`src/rtl/control_unit.sv`:
```
// control_unit: multicycle RV64 control FSM driving datapath flags, with retire counter and halt/illegal status
module control_unit #(
    parameter int CNT_W = 32
) (
    input  logic             clk,
    input  logic             reset,
    input  logic [31:0]      instruction,
    output logic             PCWrite,
    output logic             PCWriteCond,
    output logic             PCSource,
    output logic             ALUSrcA,
    output logic [1:0]       ALUSrcB,
    output logic [3:0]       ALUOp,
    output logic             LoadAOut,
    output logic             LoadRegA,
    output logic             LoadRegB,
    output logic             LoadMDR,
    output logic             IRWrite,
    output logic             RegWrite,
    output logic             MemToReg,
    output logic             DMemOp,
    output logic             IMemRead,
    output logic [3:0]       state,
    output logic             halted,
    output logic             illegal,
    output logic [CNT_W-1:0] retired
);
    localparam logic [3:0] S_FETCH     = 4'd0;
    localparam logic [3:0] S_FETCH_IR  = 4'd1;
    localparam logic [3:0] S_DECODE    = 4'd2;
    localparam logic [3:0] S_EXEC_R    = 4'd3;
    localparam logic [3:0] S_EXEC_I    = 4'd4;
    localparam logic [3:0] S_WB_ALU    = 4'd5;
    localparam logic [3:0] S_MEM_ADDR  = 4'd6;
    localparam logic [3:0] S_MEM_READ  = 4'd7;
    localparam logic [3:0] S_MEM_MDR   = 4'd8;
    localparam logic [3:0] S_WB_MEM    = 4'd9;
    localparam logic [3:0] S_MEM_WRITE = 4'd10;
    localparam logic [3:0] S_BRANCH    = 4'd11;
    localparam logic [3:0] S_HALT      = 4'd12;
    localparam logic [3:0] S_ERROR     = 4'd13;

    localparam logic [3:0] OP_ADD = 4'd0;
    localparam logic [3:0] OP_SUB = 4'd1;
    localparam logic [3:0] OP_AND = 4'd2;
    localparam logic [3:0] OP_OR  = 4'd3;
    localparam logic [3:0] OP_XOR = 4'd4;
    localparam logic [3:0] OP_SLT = 4'd5;

    logic [6:0] opcode;
    logic [2:0] funct3;
    logic [6:0] funct7;
    logic       f3_ok, r_ok, i_ok, ld_ok, sd_ok, beq_ok, brk, retire;
    logic [3:0] f3_op, r_op, dispatch, next_state;

    assign opcode = instruction[6:0];
    assign funct3 = instruction[14:12];
    assign funct7 = instruction[31:25];
    assign f3_ok  = funct3 inside {3'b000, 3'b111, 3'b110, 3'b100, 3'b010};
    assign r_ok   = opcode == 7'b0110011 &&
                    ((funct7 == 7'b0000000 && f3_ok) || (funct7 == 7'b0100000 && funct3 == 3'b000));
    assign i_ok   = opcode == 7'b0010011 && f3_ok;
    assign ld_ok  = opcode == 7'b0000011 && funct3 == 3'b011;
    assign sd_ok  = opcode == 7'b0100011 && funct3 == 3'b011;
    assign beq_ok = opcode == 7'b1100011 && funct3 == 3'b000;
    assign brk    = instruction == 32'h0010_0073;
    assign retire = state inside {S_WB_ALU, S_WB_MEM, S_MEM_WRITE, S_BRANCH};

    // ALU function from funct3, with funct7 selecting SUB for register-register ops
    always_comb begin
        f3_op = funct3 == 3'b111 ? OP_AND :
                funct3 == 3'b110 ? OP_OR  :
                funct3 == 3'b100 ? OP_XOR :
                funct3 == 3'b010 ? OP_SLT : OP_ADD;
        r_op  = funct7 == 7'b0100000 ? OP_SUB : f3_op;
    end

    // Decode dispatch: unsupported encodings land in ERROR
    always_comb begin
        dispatch = brk    ? S_HALT     :
                   r_ok   ? S_EXEC_R   :
                   i_ok   ? S_EXEC_I   :
                   (ld_ok || sd_ok) ? S_MEM_ADDR :
                   beq_ok ? S_BRANCH   : S_ERROR;
    end

    // Next-state sequencing
    always_comb begin
        next_state = S_ERROR;
        case (state)
            S_FETCH:     next_state = S_FETCH_IR;
            S_FETCH_IR:  next_state = S_DECODE;
            S_DECODE:    next_state = dispatch;
            S_EXEC_R:    next_state = S_WB_ALU;
            S_EXEC_I:    next_state = S_WB_ALU;
            S_WB_ALU:    next_state = S_FETCH;
            S_MEM_ADDR:  next_state = opcode == 7'b0000011 ? S_MEM_READ : S_MEM_WRITE;
            S_MEM_READ:  next_state = S_MEM_MDR;
            S_MEM_MDR:   next_state = S_WB_MEM;
            S_WB_MEM:    next_state = S_FETCH;
            S_MEM_WRITE: next_state = S_FETCH;
            S_BRANCH:    next_state = S_FETCH;
            S_HALT:      next_state = S_HALT;
            default:     next_state = S_ERROR;
        endcase
    end

    // State register and retired counter; every completing state returns to FETCH
    always_ff @(posedge clk or negedge reset) begin
        if (!reset) begin
            state   <= S_FETCH;
            retired <= '0;
        end else begin
            state   <= next_state;
            retired <= retired + CNT_W'(retire);
        end
    end

    // Moore output decode, gated by reset so an aborted write-back drops immediately
    always_comb begin
        PCWrite     = 1'b0;
        PCWriteCond = 1'b0;
        PCSource    = 1'b0;
        ALUSrcA     = 1'b0;
        ALUSrcB     = 2'd0;
        ALUOp       = OP_ADD;
        LoadAOut    = 1'b0;
        LoadRegA    = 1'b0;
        LoadRegB    = 1'b0;
        LoadMDR     = 1'b0;
        IRWrite     = 1'b0;
        RegWrite    = 1'b0;
        MemToReg    = 1'b0;
        DMemOp      = 1'b0;
        IMemRead    = 1'b0;
        halted      = 1'b0;
        illegal     = 1'b0;
        if (reset) begin
            case (state)
                S_FETCH: begin
                    IMemRead = 1'b1;
                    ALUSrcB  = 2'd1;
                    PCWrite  = 1'b1;
                end
                S_FETCH_IR: begin
                    IMemRead = 1'b1;
                    IRWrite  = 1'b1;
                end
                S_DECODE: begin
                    LoadRegA = 1'b1;
                    LoadRegB = 1'b1;
                    ALUSrcB  = 2'd3;
                    LoadAOut = 1'b1;
                end
                S_EXEC_R: begin
                    ALUSrcA  = 1'b1;
                    ALUOp    = r_op;
                    LoadAOut = 1'b1;
                end
                S_EXEC_I: begin
                    ALUSrcA  = 1'b1;
                    ALUSrcB  = 2'd2;
                    ALUOp    = f3_op;
                    LoadAOut = 1'b1;
                end
                S_WB_ALU:    RegWrite = 1'b1;
                S_MEM_ADDR: begin
                    ALUSrcA  = 1'b1;
                    ALUSrcB  = 2'd2;
                    LoadAOut = 1'b1;
                end
                S_MEM_MDR:   LoadMDR = 1'b1;
                S_WB_MEM: begin
                    RegWrite = 1'b1;
                    MemToReg = 1'b1;
                end
                S_MEM_WRITE: DMemOp = 1'b1;
                S_BRANCH: begin
                    ALUSrcA     = 1'b1;
                    ALUOp       = OP_SUB;
                    PCWriteCond = 1'b1;
                    PCSource    = 1'b1;
                end
                S_HALT:      halted = 1'b1;
                S_ERROR:     illegal = 1'b1;
                default: ;
            endcase
        end
    end
endmodule

```
`config.mk`:
```
export PLATFORM = sky130hd
export DESIGN_NAME = control_unit
export DESIGN_NICKNAME = d
export VERILOG_FILES = /design/src/rtl/control_unit.sv
export SDC_FILE = /design/constraint.sdc
export NUM_CORES = 1
export LEC_CHECK = 0
export CAP_MARGIN = 25
export CORE_UTILIZATION = 39
export CTS_CLUSTER_DIAMETER = 200
export DETAILED_ROUTE_END_ITERATION = 8
export GPL_ROUTABILITY_DRIVEN = 0
export GPL_TIMING_DRIVEN = 0
export PLACE_DENSITY = 0.76
export SLEW_MARGIN = 30
export SYNTH_ARGS = -nofsm -noshare
export SYNTH_HDL_FRONTEND = slang
export SYNTH_SLANG_ARGS = --single-unit
```
`constraint.sdc`:
```
create_clock -name clk -period 2.05 [get_ports clk]
set_input_delay 0.3075 -clock clk [delete_from_list [all_inputs] [get_ports clk]]
set_output_delay 0.3075 -clock clk [all_outputs]
set_load 0.02 [all_outputs]
```
==> impl_metrics.ini <==
[synthesis]
ys_seq_area_frac = 0.4193
avgSynthCellArea_um2 = 9.220
mappedNetlistArea_mm2 = 0.002148
postSynthCellCount = 233
synth.ff_latch_count = 36
yosysWarnings = 0
ys_types = 44
synth_nets = 269

[pwr]
switching_share = 0.3839
seqPwrFrac = 0.313
p_int_uw = 1809
p_comb_frac = 0.503
power_density_mw_per_mm2 = 846.5
vdd.ir_drop.worst_mv = 0.5557
p_switching_uw = 1127
cellLeakagePower_uw = 0.001500
clkPwrFrac = 0.184
power_uw = 2937

[timing]
maxSlewHeadroom = 0.6644
holdWs_ns = 0.1200
worst_pin_slew_ns = 0.5017
skew_ns = 0.004098
fmax_mhz = 463.0
fin_crit_ns = 2.160
fin_crit_sh = 1.054
fin_ws_ns = -0.1100
rsz0062_at_grt = yes
report.final.slew_viol_count = 0
setup_viol = 17
finalHoldViolations = 0

[run_status]
violations = negative setup slack
outcome = finished, violations left

[global_routing]
globalRouteTotalUtil = 0.2099
grt_start_max_net_pins = 25
grt_pass1_wl_um = 9811
antenna_found_initial = 0
grt_pass1_vias = 2047
grt_remaining_overflow = 0

[floorplan]
die_x_um = 76.22
die-area_mm2 = 0.005809
initial_core_util = 0.4127
die_y_um = 76.22
coreArea_mm2 = 0.005205
rows = 26
ioPinCount = 91

[worst_hold_path]
hold_class = in2async

[routing]
drt_first_pass_iters = 4
finalWirelength_um = 6086
antenna_left = 0
via_per_inst = 5.316
detail_route.drc_violations = 0
drtIter0Drc = 117
num_vias = 2201
routedWlPerCell_um = 14.70

[worst_setup_path]
endpoint = retired[28]$_DFF_PN0_
r2r_setup_slack_ns = -0.11
crit_arrival_ns = 2.32
r2r_cells = 10
path_class = reg2reg
required_ns = 2.21
end_kind = flip-flop
start_kind = flip-flop
reg2reg_from = state[1]$_DFF_PN0_
crit_fanout = 6
startpoint = state[1]$_DFF_PN0_
r2r-end = retired[28]$_DFF_PN0_

[cells_and_area]
drive_above_1_share = 0.2413
antenna_cells = 0
fin_util = 0.6666
final_cell_mix = 66 x clkdlybuf4s50_1, 34 x dfrtp_1, 23 x xnor2_1
fin_nets = 380
final_common_cell = clkdlybuf4s50_1
area_delta_synth_final_pct = 61.50
final_cells = 414

[clock_tree]
cts_buffers = 5
clk_pin_slew_ns = 0.07
insertion_delay_ns = 0.29
htreeDepth = 2
cts_tree = built
root_buffer = clkbuf_8
cts_buffer_depth = 2
clock_sinks = 36

[run]
drv_cap = 0

[placement]
placement.io_buffers = 87
hpwl_um = 4269
dp_cells = 391
-- worst min-delay path by stage --
stage	cells after the start	slack (ns)	endpoint	from
3_3_place_gp	1	0.46	retired[31]$_DFF_PN0_	retired[31]$_DFF_PN0_
5_1_grt	2	0.11	retired[24]$_DFF_PN0_	reset
2_1_floorplan	0	0.01	retired[0]$_DFF_PN0_	reset
4_1_cts	2	0.11	retired[0]$_DFF_PN0_	reset
3_5_place_dp	1	0.26	retired[29]$_DFF_PN0_	reset
6_report	2	0.12	retired[28]$_DFF_PN0_	reset
-- power groups by stage --
stage,Combinational (µW),Sequential [µW],Clock (µW)
3_5_place_dp,1260,919,0
4_1_cts,1320,926,550
5_1_grt,1570,928,583
3_3_place_gp,1230,918,0
2_1_floorplan,631,1000,0
6_report,1480,920,541
-- flip-flops by register name, summed over array words and instances, names as in the netlist --
signal / count
retired: 32
state: 4
-- per-layer routing --
metal	routed length, µm	up-vias	GRT usage
met3	306	20	0.03593
met5	0	-	0
met4	131	0	0.06731
met2	3017	88	0.3631
li1	-	1056	-
met1	2631	1037	0.2655
-- logic make-up (layout without fill, tap and decap cells) --
kind of cell	count (synthesis)	after routing	synth area share
flops	36	36	0.4193
other cells	1	1	0.001746
compound gates	27	27	0.08620
xor+xnor	31	31	0.1264
buf+inv	16	127	0.04077
fa+ha+maj	2	2	0.01165
simple gates	120	120	0.3139
-- timing repair --
item / CTS / global route
pin swaps: 14 / 14
setup endpoints to repair: 46 / 38
hold buffers: 1 / 0
setup buffers: 10 / 7
gates resized for setup: 64 / 34
hold endpoints to repair: 12 / 0
-- cell type report --
class | count | area, µm²
sequential | 36 | 903.4
clock buffer | 7 | 96.34
timing repair buffer | 106 | 962.2
tap | 70 | 87.58
fill | 415 | 1735
multi-input combinational | 181 | 1296
buffer | 14 | 123.9
-- per-stage QoR --
stage / setup TNS, ns / worst slack (ns) / cell area [µm²]
2_1_floorplan: -0.9252 / -0.1870 / 2188
3_3_place_gp: -45.70 / -1.827 / 3147
3_5_place_dp: -4.443 / -0.4313 / 3162
4_1_cts: -1.026 / -0.1263 / 3426
5_1_grt: -2.950 / -0.1967 / 3470
6_report: -0.8617 / -0.1100 / 3470
-- cell usage after synthesis --
master,n,share of area
nor4b_1,1,0.0041
clkbuf_2,1,0.0023
a211o_1,1,0.0041
dfrtp_1,36,0.42
nor2b_1,1,0.0029
and4_1,6,0.024
o31a_1,1,0.0041
nand2b_1,9,0.026
and2_1,4,0.012
and2_2,1,0.0035
o211ai_1,1,0.0035
a21oi_1,2,0.0047
buf_2,3,0.0070
clkbuf_1,7,0.012
xnor2_1,24,0.098
o32ai_1,2,0.0082
a211oi_1,2,0.0070
a22oi_1,1,0.0035
ha_1,2,0.012
nor3b_1,1,0.0035
nand3b_1,5,0.017
or2_2,1,0.0029
nand4bb_1,2,0.010
and3_2,1,0.0035
xor2_1,7,0.029
and3_1,13,0.038
o21a_1,3,0.010
and4_4,1,0.0052
a21o_1,2,0.0070
o22ai_1,3,0.0087
buf_4,4,0.014
nor3_1,11,0.026
nand2_1,15,0.026
a31o_2,1,0.0041
or3_1,2,0.0058
buf_6,1,0.0052
a21boi_0,1,0.0035
a31oi_1,2,0.0058
nor4_1,4,0.012
nor2_1,20,0.035
nand3_1,14,0.033
nand4_1,8,0.023
o21ai_0,5,0.012
conb_1,1,0.0017
-- critical path: stages (launching register included) --
cell	delay (ns)
dfrtp_2	0.47
clkbuf_16	0.17
o21a_1	0.17
nor2_1	0.09
ha_2	0.23
ha_4	0.14
and4_1	0.20
clkbuf_8	0.14
and3_4	0.21
nand3_4	0.07
xnor2_2	0.15
Power figures use the tool's default switching activity.
